===== src/rtl/mem_arbiter.sv =====
// Two-port memory arbiter: instruction fetch and data requests share one memory
// with a fixed read latency; one transaction in flight, data preferred unless fetch starves.
module mem_arbiter #(
  parameter int LAT      = 2,
  parameter int MAX_WAIT = 3
) (
  input  logic        clk,
  input  logic        rst_n,
  input  logic        if_req,
  input  logic [31:0] if_addr,
  output logic        if_gnt,
  output logic        if_rvalid,
  output logic [31:0] if_rdata,
  input  logic        d_req,
  input  logic        d_we,
  input  logic [31:0] d_addr,
  input  logic [31:0] d_wdata,
  output logic        d_gnt,
  output logic        d_rvalid,
  output logic [31:0] d_rdata,
  output logic        m_en,
  output logic        m_we,
  output logic [31:0] m_addr,
  output logic [31:0] m_wdata,
  input  logic [31:0] m_rdata,
  output logic        stall_if,
  output logic        stall_mem,
  output logic [15:0] conflict_cnt
);

  localparam logic [2:0] LAT_LOAD    = 3'(LAT - 1);
  localparam logic [2:0] WAIT_LIMIT  = 3'(MAX_WAIT);
  localparam logic       OWNER_DATA  = 1'b0;
  localparam logic       OWNER_FETCH = 1'b1;

  typedef enum logic [1:0] {
    IDLE = 2'd0,
    WAIT = 2'd1,
    RESP = 2'd2
  } state_t;

  state_t      state_q, state_d;
  logic        owner_q, owner_d;
  logic        we_q, we_d;
  logic [2:0]  lat_cnt_q, lat_cnt_d;
  logic [2:0]  fetch_wait_q, fetch_wait_d;
  logic [15:0] conflict_cnt_q, conflict_cnt_d;
  logic [31:0] if_rdata_q, if_rdata_d;
  logic [31:0] d_rdata_q, d_rdata_d;
  logic        grant_fetch, grant_data, busy;

  always_ff @(posedge clk or negedge rst_n) begin
    if (!rst_n) begin
      state_q        <= IDLE;
      owner_q        <= OWNER_DATA;
      we_q           <= 1'b0;
      lat_cnt_q      <= 3'd0;
      fetch_wait_q   <= 3'd0;
      conflict_cnt_q <= 16'd0;
      if_rdata_q     <= 32'd0;
      d_rdata_q      <= 32'd0;
    end else begin
      state_q        <= state_d;
      owner_q        <= owner_d;
      we_q           <= we_d;
      lat_cnt_q      <= lat_cnt_d;
      fetch_wait_q   <= fetch_wait_d;
      conflict_cnt_q <= conflict_cnt_d;
      if_rdata_q     <= if_rdata_d;
      d_rdata_q      <= d_rdata_d;
    end
  end

  always_comb begin
    state_d        = state_q;
    owner_d        = owner_q;
    we_d           = we_q;
    lat_cnt_d      = lat_cnt_q;
    fetch_wait_d   = fetch_wait_q;
    conflict_cnt_d = conflict_cnt_q;
    if_rdata_d     = if_rdata_q;
    d_rdata_d      = d_rdata_q;
    grant_fetch    = 1'b0;
    grant_data     = 1'b0;
    if_gnt         = 1'b0;
    d_gnt          = 1'b0;
    if_rvalid      = 1'b0;
    d_rvalid       = 1'b0;
    m_en           = 1'b0;
    m_we           = 1'b0;
    m_addr         = 32'd0;
    m_wdata        = 32'd0;

    // Grant decisions are masked while reset is held so no output leaks through.
    case (state_q)
      IDLE: begin
        if (rst_n) begin
          if (if_req && d_req) begin
            if (conflict_cnt_q != 16'hFFFF) conflict_cnt_d = conflict_cnt_q + 16'd1;
            if (fetch_wait_q >= WAIT_LIMIT) grant_fetch = 1'b1;
            else                            grant_data  = 1'b1;
          end else if (if_req) begin
            grant_fetch = 1'b1;
          end else if (d_req) begin
            grant_data = 1'b1;
          end
        end
      end
      WAIT: begin
        if (lat_cnt_q == 3'd0) begin
          state_d = RESP;
          if (owner_q == OWNER_FETCH) if_rdata_d = m_rdata;
          else                        d_rdata_d  = we_q ? 32'd0 : m_rdata;
        end else begin
          lat_cnt_d = lat_cnt_q - 3'd1;
        end
      end
      RESP: begin
        if (owner_q == OWNER_FETCH) if_rvalid = 1'b1;
        else                        d_rvalid  = 1'b1;
        state_d = IDLE;
      end
      default: state_d = IDLE;
    endcase

    if (grant_fetch) begin
      if_gnt    = 1'b1;
      m_en      = 1'b1;
      m_addr    = if_addr;
      owner_d   = OWNER_FETCH;
      we_d      = 1'b0;
      lat_cnt_d = LAT_LOAD;
      state_d   = WAIT;
    end else if (grant_data) begin
      d_gnt     = 1'b1;
      m_en      = 1'b1;
      m_we      = d_we;
      m_addr    = d_addr;
      m_wdata   = d_wdata;
      owner_d   = OWNER_DATA;
      we_d      = d_we;
      lat_cnt_d = LAT_LOAD;
      state_d   = WAIT;
    end

    if (if_gnt)                                  fetch_wait_d = 3'd0;
    else if (if_req && fetch_wait_q != 3'd7)     fetch_wait_d = fetch_wait_q + 3'd1;

    busy      = (state_q != IDLE);
    stall_if  = rst_n && ((if_req && !if_gnt) ||
                          (owner_q == OWNER_FETCH && busy && !if_rvalid));
    stall_mem = rst_n && ((d_req && !d_gnt) ||
                          (owner_q == OWNER_DATA && busy && !d_rvalid));
  end

  assign if_rdata     = if_rdata_q;
  assign d_rdata      = d_rdata_q;
  assign conflict_cnt = conflict_cnt_q;

endmodule


===== config.mk =====
export PLATFORM = sky130hd
export DESIGN_NAME = mem_arbiter
export DESIGN_NICKNAME = d
export VERILOG_FILES = /design/src/rtl/mem_arbiter.sv
export SDC_FILE = /design/constraint.sdc
export NUM_CORES = 1
export LEC_CHECK = 0
export CAP_MARGIN = 20
export CORE_MARGIN = 3
export CORE_UTILIZATION = 35
export CTS_BUF_LIST = sky130_fd_sc_hd__clkbuf_4
export DETAILED_ROUTE_END_ITERATION = 8
export PLACE_DENSITY = 0.77
export SLEW_MARGIN = 5
export SYNTH_ARGS = -nofsm -noshare
export SYNTH_HDL_FRONTEND = slang
export SYNTH_SLANG_ARGS = --single-unit

===== constraint.sdc =====
create_clock -name clk -period 5.3 [get_ports clk]
set_input_delay 0.795 -clock clk [delete_from_list [all_inputs] [get_ports clk]]
set_output_delay 0.795 -clock clk [all_outputs]
set_load 0.05 [all_outputs]

## Word-level counts from Yosys, hierarchy flattened

Index checks and enable logic that the tools add are counted.
Widths: inputs -> output; s select.

| storage, ports and cells | value |
|---|---|
| register bits after elaboration | 90 |
| input bits | 133 |
| output and inout port bits | 152 |
| word-level logic and storage cells | 87 |

| operators by class | value |
|---|---|
| add/subtract/negate cells | 3 |
| magnitude comparators | 1 |
| eq/ne operators | 7 |
| muxes and demuxes | 40 |
| bitwise operators | 1 |
| reduce and logical (&&, ||, !) cells | 27 |

Operator list:

| operator | count |
|---|---|
| $mux 32 | 5 |
| $mux 1 | 25 |
| $mux 3 | 6 |
| $add 16x1->16 const B | 1 |
| $ne 16x16->1 const B | 1 |
| $logic_and 1x1->1 | 10 |
| $ne 3x3->1 const B | 3 |
| $mux 2 | 3 |
| $reduce_and 3->1 | 2 |
| $reduce_bool 2->1 | 3 |
| $logic_not 1->1 | 4 |
| $ne 4x4->1 const B | 1 |
| $pmux 2 s2 | 1 |
| $reduce_and 2->1 | 2 |
| $reduce_and 4->1 | 1 |
| $add 3x1->3 const B | 1 |
| $ge 3x2->1 const B | 1 |
| $logic_not 3->1 | 1 |
| $reduce_bool 3->1 | 1 |
| $sub 3x1->3 const B | 1 |
| $eq 2x1->1 const B | 1 |
| $eq 2x2->1 const B | 1 |
| $logic_not 2->1 | 1 |
| $logic_or 1x1->1 | 2 |
| $not 1->1 | 1 |

## Logic depth before layout (Yosys ltp)

| logic depth | value |
|---|---|
| depth after elaboration | 11 |
| depth in mapped cells | 8 |
| mapped depth without buffers | 6 |

## Worst setup path after synthesis

OpenSTA, ideal clock, no wires.

| path | value |
|---|---|
| path type | in2out |
| start | input port rst_n |
| end | output port m_wdata[22] |
| data arrival time | 2.370 ns |
| required time | 4.505 ns |
| slack | 2.135 ns |
| stages | 4 |
| buffers on the path | 1 |
| path through | nor3b_1 -> o211a_1 -> clkbuf_1 -> and2_1 |

| on the way | value |
|---|---|
| word-level cells in the longest chain between the ends | 4 |
| elaborated cells on any way between the ends | 6 |
| those cells by class | mux: 6 |

RTL lines:

| what | RTL line | text |
|---|---|---|
| start, declared | 8 | `input logic rst_n,` |
| $mux 1 | 97 | `if (rst_n) begin` |
| $mux 1 | 95 | `case (state_q)` |
| $mux 32 | 134 | `end else if (grant_data) begin` |
| $mux 32 (*) | 126 | `if (grant_fetch) begin` |
| end, declared | 24 | `output logic [31:0] m_wdata,` |

Every way passes the cells marked *; elsewhere a longest branch is shown, timed or not.

## Worst setup path after layout

| path | value |
|---|---|
| start | register fetch_wait_q[0] |
| end | output port m_addr[25] |

| on the way | value |
|---|---|
| word-level cells in the longest chain between the ends | 7 |
| elaborated cells on any way between the ends | 11 |
| those cells by class | order compare: 1; mux: 10 |

RTL lines:

| what | RTL line | text |
|---|---|---|
| start, declared | 46 | `logic [2:0] fetch_wait_q, fetch_wait_d;` |
| start signal, assigned | 67 | `fetch_wait_q <= fetch_wait_d;` |
| $ge 3x2->1 (*) | 100 | `if (fetch_wait_q >= WAIT_LIMIT) grant_fetch = 1'b1;` |
| $mux 1 | 100 |  |
| $mux 1 | 98 | `if (if_req && d_req) begin` |
| $mux 1 | 97 |  |
| $mux 1 | 95 |  |
| $mux 32 | 134 |  |
| $mux 32 (*) | 126 |  |
| end, declared | 23 | `output logic [31:0] m_addr,` |

Marked as above.

==> run summary <==
Logic pwr share -> 64.2%
Initial antenna violation count -> 0
Fillers -> 1063
Status -> finished, final reports clean
Period minus WS final -> 4.44 ns
Final Max Tran Viols -> 0
Final setup TNS -> 0 ns
Most frequent cells in the layout -> 283 x clkdlybuf4s50_1, 90 x dfrtp_1, 44 x nand2_1, 37 x mux2_2
Clock network power share -> 7.6%
Ys Warns -> 0
Site Rows -> 40
Vias -> 4236
Startpoint types -> register
Fin util -> 62.0%
Number of global-route vias before repair -> 4326
Register-to-register setup slack -> 2.78 ns
Power Density -> 557 mW/mm2
Placed wire-length estimate -> 11800 um
Clk Latency, worst-skew pair -> 0.42 ns
GRT Residual Overflow -> 0
Power Internal -> 2060 uW
Least-Margin Pin Slew -> 0.901 ns
Chip width -> 119 um
Final wirelength -> 14700 um
Switching Fraction -> 51.1%
Max clock buf depth -> 2
Synthesis-stage register bit count -> 90
RSZ-0062 raised after global routing -> false
CTS sink cnt -> 90
Max Freq -> 225 MHz
Placer congestion estimate -> 0.884
Largest net degree at the start of global routing -> 65
H-tree depth -> 3
Initial Utilization -> 36.4%
Worst IR Drop VDD -> 0.178 mV
CP Data Required Time -> 4.51 ns
Post-Layout Cell Count -> 865
CP Max Fanout -> 40
CTS root buf -> clkbuf_4
Total of max-cap violations -> 0
Syn Inst Count -> 415
Library cells used by synthesis -> 38
Sequential Power Share -> 28.2%
Post-CTS Setup Inserts -> 0
Seq/Total Area, Yosys -> 50.7%
Area of the multi-input gates -> 0.00207 mm2
Register Area -> 0.00225 mm2
Total CTS buffers -> 9
Reg clk slew, reported paths -> 0.14 ns
Placed Cells -> 849
Avg Vias per Cell -> 4.90
Post-route ant nets -> 0
Crit share post-route -> 83.7%
Pleak -> 0.00317 uW
Crit Path Category -> reg2out
Final setup skew -> 0.0190 ns
Syn Nets -> 554
Area Growth Syn to Fin -> 70.4%
Cell area after synthesis -> 0.00444 mm2
DRC viols -> 0
Most common cell after layout, fill and taps aside -> clkdlybuf4s50_1
# resized after CTS -> 0
Net switching power -> 2150 uW
Mean Syn Cell Area -> 10.7 um2
Die Ht -> 119 um
DR pass1 iterations -> 4
Io pins -> 285
Die Footprint -> 0.0141 mm2
Global-route wire length before repair -> 23400 um
Worst Setup End Kind -> primary output
Fraction of layout cells with a size suffix above 1 -> 9.90%
DR WL/cell -> 17.1 um
DR iter-0 viols -> 271
ANT cells -> 0
Slew HR -> 40.0%
Final number of setup-violating endpoints -> 0
Post-CTS Hold Buffers -> 0
CTS tree -> built
GRT Overall Usage -> 20.6%
Arr. time, crit path -> 3.64 ns
NumNets Final -> 832
Core outline area -> 0.0122 mm2
Hold crit path type -> in2async
Hold Fails Final Rpt -> 0
Port buffer count -> 284
[worst max-delay path: stages, from the launching register on]
cell	delay (ns)
dfrtp_1	0.44
ha_1	0.24
ha_1	0.19
a211oi_1	0.34
o211a_2	0.52
buf_4	0.44
a22o_1	0.20
clkdlybuf4s50_1	0.85
[layout make-up]
type,instances,area share (%)
clock buffer,10,0.991
clock inverter,5,0.430
inverter,7,0.347
multi-input combinational,294,27.4
sequential,90,29.7
tap,168,2.78
timing repair buffer,291,38.4
[power groups by stage]
| stage | clock (uW) | combinational [uW] | sequential (uW) |
|---|---|---|---|
| floorplan | 0 | 869 | 2070 |
| global placement | 0 | 2670 | 1190 |
| detailed placement | 0 | 2720 | 1210 |
| CTS | 333 | 2720 | 1190 |
| global route | 366 | 2830 | 1240 |
| finish | 320 | 2710 | 1190 |
[Yosys cell counts (all sizes together)]
library cell	number	area, um2
xnor2	2	17.5
nand4bb	1	27.5
buf	9	43.8
or4	1	11.3
nand3	6	30.0
nor4b	2	23.8
nand2	44	165
a21o	2	15.0
clkbuf	15	56.3
nor2b	1	6.26
mux2	37	417
o22ai	1	6.26
and4bb	1	12.5
nor4	6	58.8
o211a	1	10.0
nor3	3	20.0
a211oi	2	15.0
o21ai	35	175
nor3b	3	22.5
nor2	12	45.0
nand4b	1	8.76
nand2b	35	219
a22o	32	280
and2	35	219
xor2	10	87.6
nand4	8	50.1
a21oi	4	20.0
and3b	1	8.76
ha	6	75.1
dfrtp	90	2250
a41oi	1	8.76
mux2i	1	10.0
inv	7	26.3
[layer usage]
| metal | vias up | track usage, % | routed length [um] | part of all wire [%] |
|---|---|---|---|---|
| met2 | 186 | 36.1 | 7620 | 52 |
| met4 | 0 | 8.69 | 547 | 3.7 |
| met5 | - | 0 | 0 | 0 |
| li1 | 2008 | - | - | - |
| met1 | 2008 | 23.3 | 5470 | 37 |
| met3 | 34 | 6.17 | 1110 | 7.5 |
[per-stage QoR]
stage	power, uW	setup WS (ns)	hold slack [ns]	area, um2
after detailed placement	3920	1.10	0.472	7450
after CTS	4250	0.813	0.441	7550
after global placement	3870	1.15	0.463	7450
after global routing	4430	0.644	0.438	7570
final	4220	0.863	0.449	7570
after floorplan	2940	2.14	0.469	4440
[worst paths after layout]
path | endpoint | from | cells after the start
min in group clk | d_rdata[2]$_DFFE_PN0P_ | d_rdata[2]$_DFFE_PN0P_ | 2
min reg2reg | d_rdata[2]$_DFFE_PN0P_ | d_rdata[2]$_DFFE_PN0P_ | 2
min | conflict_cnt[4]$_DFFE_PN0P_ | rst_n | 2
max | m_addr[25] | fetch_wait_q[0]$_DFFE_PN0P_ | 7
max in group asynchronous | if_rdata[9]$_DFFE_PN0P_ | rst_n | 3
max reg2reg | we_q$_DFFE_PN0P_ | fetch_wait_q[0]$_DFFE_PN0P_ | 7
[registers in the layout, indices dropped and copies added, names as in the netlist]
register	count
fetch_wait_q	3
lat_cnt_q	3
if_rdata	32
owner_q	1
state_q	2
we_q	1
conflict_cnt	16
d_rdata	32
[cell families (layout without fill, tap and decap cells)]
logic type	after synthesis	count (layout)	share of synthesized area, %
AO/OA/AOI/OAI	78	78	11.9
XOR/XNOR	12	12	2.36
adder cells (fa/ha/maj)	6	6	1.69
buffers and inverters	31	313	2.84
flip-flops	90	90	50.7
multiplexers	38	38	9.60
AND/OR/NAND/NOR	160	160	20.9
No activity file was read; power rests on OpenSTA's default activity.
==> RTL change (same flow settings) <==
Register the output `conflict_cnt` once more; this adds one clock of latency there. The other outputs are not delayed to match.
--- a/src/rtl/mem_arbiter.sv
+++ b/src/rtl/mem_arbiter.sv
@@ -155,7 +155,9 @@
 
   assign if_rdata     = if_rdata_q;
   assign d_rdata      = d_rdata_q;
-  assign conflict_cnt = conflict_cnt_q;
+  always_ff @(posedge clk) begin
+    conflict_cnt <= conflict_cnt_q;
+  end
 
 endmodule
 
Function: changed (a bounded check fails within 4 cycles, from zero or initial values and one cycle with rst_n low).
==> RTL change against the unedited design <==
- sequential cell count grew 16
- area after synthesis grew 7.8%
- wire length grew 11%
- power grew 4.6%
- die area grew 7.4%
- fmax shrank 2.7%
- design area grew 4.4%
- register-to-register slack lost 0.12 ns
- highest routed layer is now met5
- utilization shrank 2.5 points
- synthesized cell count grew 2.7%
- final cell count grew 2.1%
- worst setup slack lost 0.12 ns
==> RTL change: results (changes against the unedited design) <==
worst-skew pair later-pin latency 0.44 ns (was 0.42 ns); FILL cells 1111 (was 1063); initial antenna violation count 2 (was 0); P_leak 3.31 nW (was 3.17 nW); Avg WL per Cell 18.5 µm (was 17.1 µm); final net count 840 (was 832); mean post-synth cell area 11.2 µm² (was 10.7 µm²); Cells after DPL 865 (was 849); Buffers on Ports 284 (unchanged); Total GRT Usage 20.8% (was 20.6%); sequential area share after synthesis 53.7% (was 50.7%); layout cells sized above 1 5.24% (was 9.90%); pre-CTS setup slack 0.831 ns (was 1.10 ns); Non-Filler Instances 883 (was 865); Area after DPL 0.00775 mm² (was 0.00745 mm²); setup slack after layout 0.740 ns (was 0.863 ns); largest cells by area after synthesis dfrtp_1, dfxtp_1, mux2_1 (was dfrtp_1, mux2_2, a22o_1); DR vias/cell 4.86 (was 4.90); Detail Placement HPWL 13200 µm (was 11800 µm); pin count of the biggest net entering global routing 77 (was 65); H-tree depth 3 (unchanged); vias in the first global route 4456 (was 4326); Peak VDD IR 0.171 mV (was 0.178 mV); status finished clean (unchanged); 1st-iter DRT viols 178 (was 271); first-pass GRT wire length 23700 µm (was 23400 µm); Final Wtd Congestion 0.924 (was 0.884); CP arrival 3.76 ns (was 3.64 ns); CP Max Fanout 41 (was 40); Netlist cell types 42 (was 38); ys async rst share 84.9% (was 100%); Finished Core Util 59.5% (was 62.0%); Slew Limit Headroom 37.7% (was 40.0%); CP endpoint m_addr[12] (was m_addr[25]); CP Class flip-flop to output pin (unchanged); CP max stage delay 0.82 ns (was 0.85 ns); Top Family by Delay on Critical Path compound AO/OA/AOI/OAI gates (was buffers and inverters); clock skew after layout 0.0143 ns (was 0.0190 ns); r2r setup slk 2.66 ns (was 2.78 ns); most frequent cells after synthesis dfrtp_1, nand2_1, and2_1, nand2b_1, a22o_1 (was dfrtp_1, nand2_1, mux2_2); Initial DRT Pass Iterations 6 (was 4); syn_nets 565 (was 554); Max Root-Sink Buffers 2 (unchanged)
-- RTL change: cell types whose count changed after synthesis, moves of 4 or more --
cell | before | now
buf_4 | 0 | 5
nand2_1 | 44 | 40
mux2_1 | 0 | 28
clkbuf_1 | 15 | 9
o21ai_0 | 35 | 18
xnor2_1 | 2 | 6
mux2_2 | 37 | 6
o21ai_1 | 0 | 16
nor2_1 | 12 | 6
dfxtp_1 | 0 | 16
-- RTL change: worst min path at each step --
stage	startpoint	to	slack (ns)	cells after the start
2_1_floorplan	conflict_cnt_q[15]	conflict_cnt[15]	0.37	0
3_3_place_gp	conflict_cnt_q[15]	conflict_cnt[15]	0.40	0
3_5_place_dp	conflict_cnt_q[1]	conflict_cnt[1]	0.40	0
4_1_cts	rst_n	conflict_cnt_q[10]	0.18	1
5_1_grt	rst_n	conflict_cnt_q[9]	0.17	1
6_report	rst_n	conflict_cnt_q[9]	0.21	1
-- RTL change: layout make-up --
cell class	count	share of cell area [%]
diodes	1	0.0316
clock buffers	9	0.854
clock inverters	7	0.854
inverters	9	0.427
multi-input cells	286	26.0
flip-flops and latches	106	32.5
well taps	176	2.78
repair buffers	289	36.5
-- RTL change: cells by family after synthesis --
kind of cell	after synthesis	synth area share, %
buf+inv	34	3.73
xor+xnor	16	2.92
mux	36	8.41
fa+ha+maj	6	1.57
simple gates	147	18.0
compound gates	81	11.7
flops	106	53.7
-- RTL change: routing by layer --
metal	wire length, µm	GRT usage [%]	share of wire (%)	up-vias
met5	9	0	0.055	-
met4	872	11.8	5.3	2
met2	8340	37.0	51	209
met1	5440	21.1	33	2021
met3	1670	7.64	10	39
li1	-	-	-	2019
-- RTL change: report_power, final --
group / internal [mW] / total [mW] / switching, mW
combinational: 0.958 / 2.68 / 1.73
sequential: 1.11 / 1.33 / 0.216
clock: 0.143 / 0.400 / 0.257
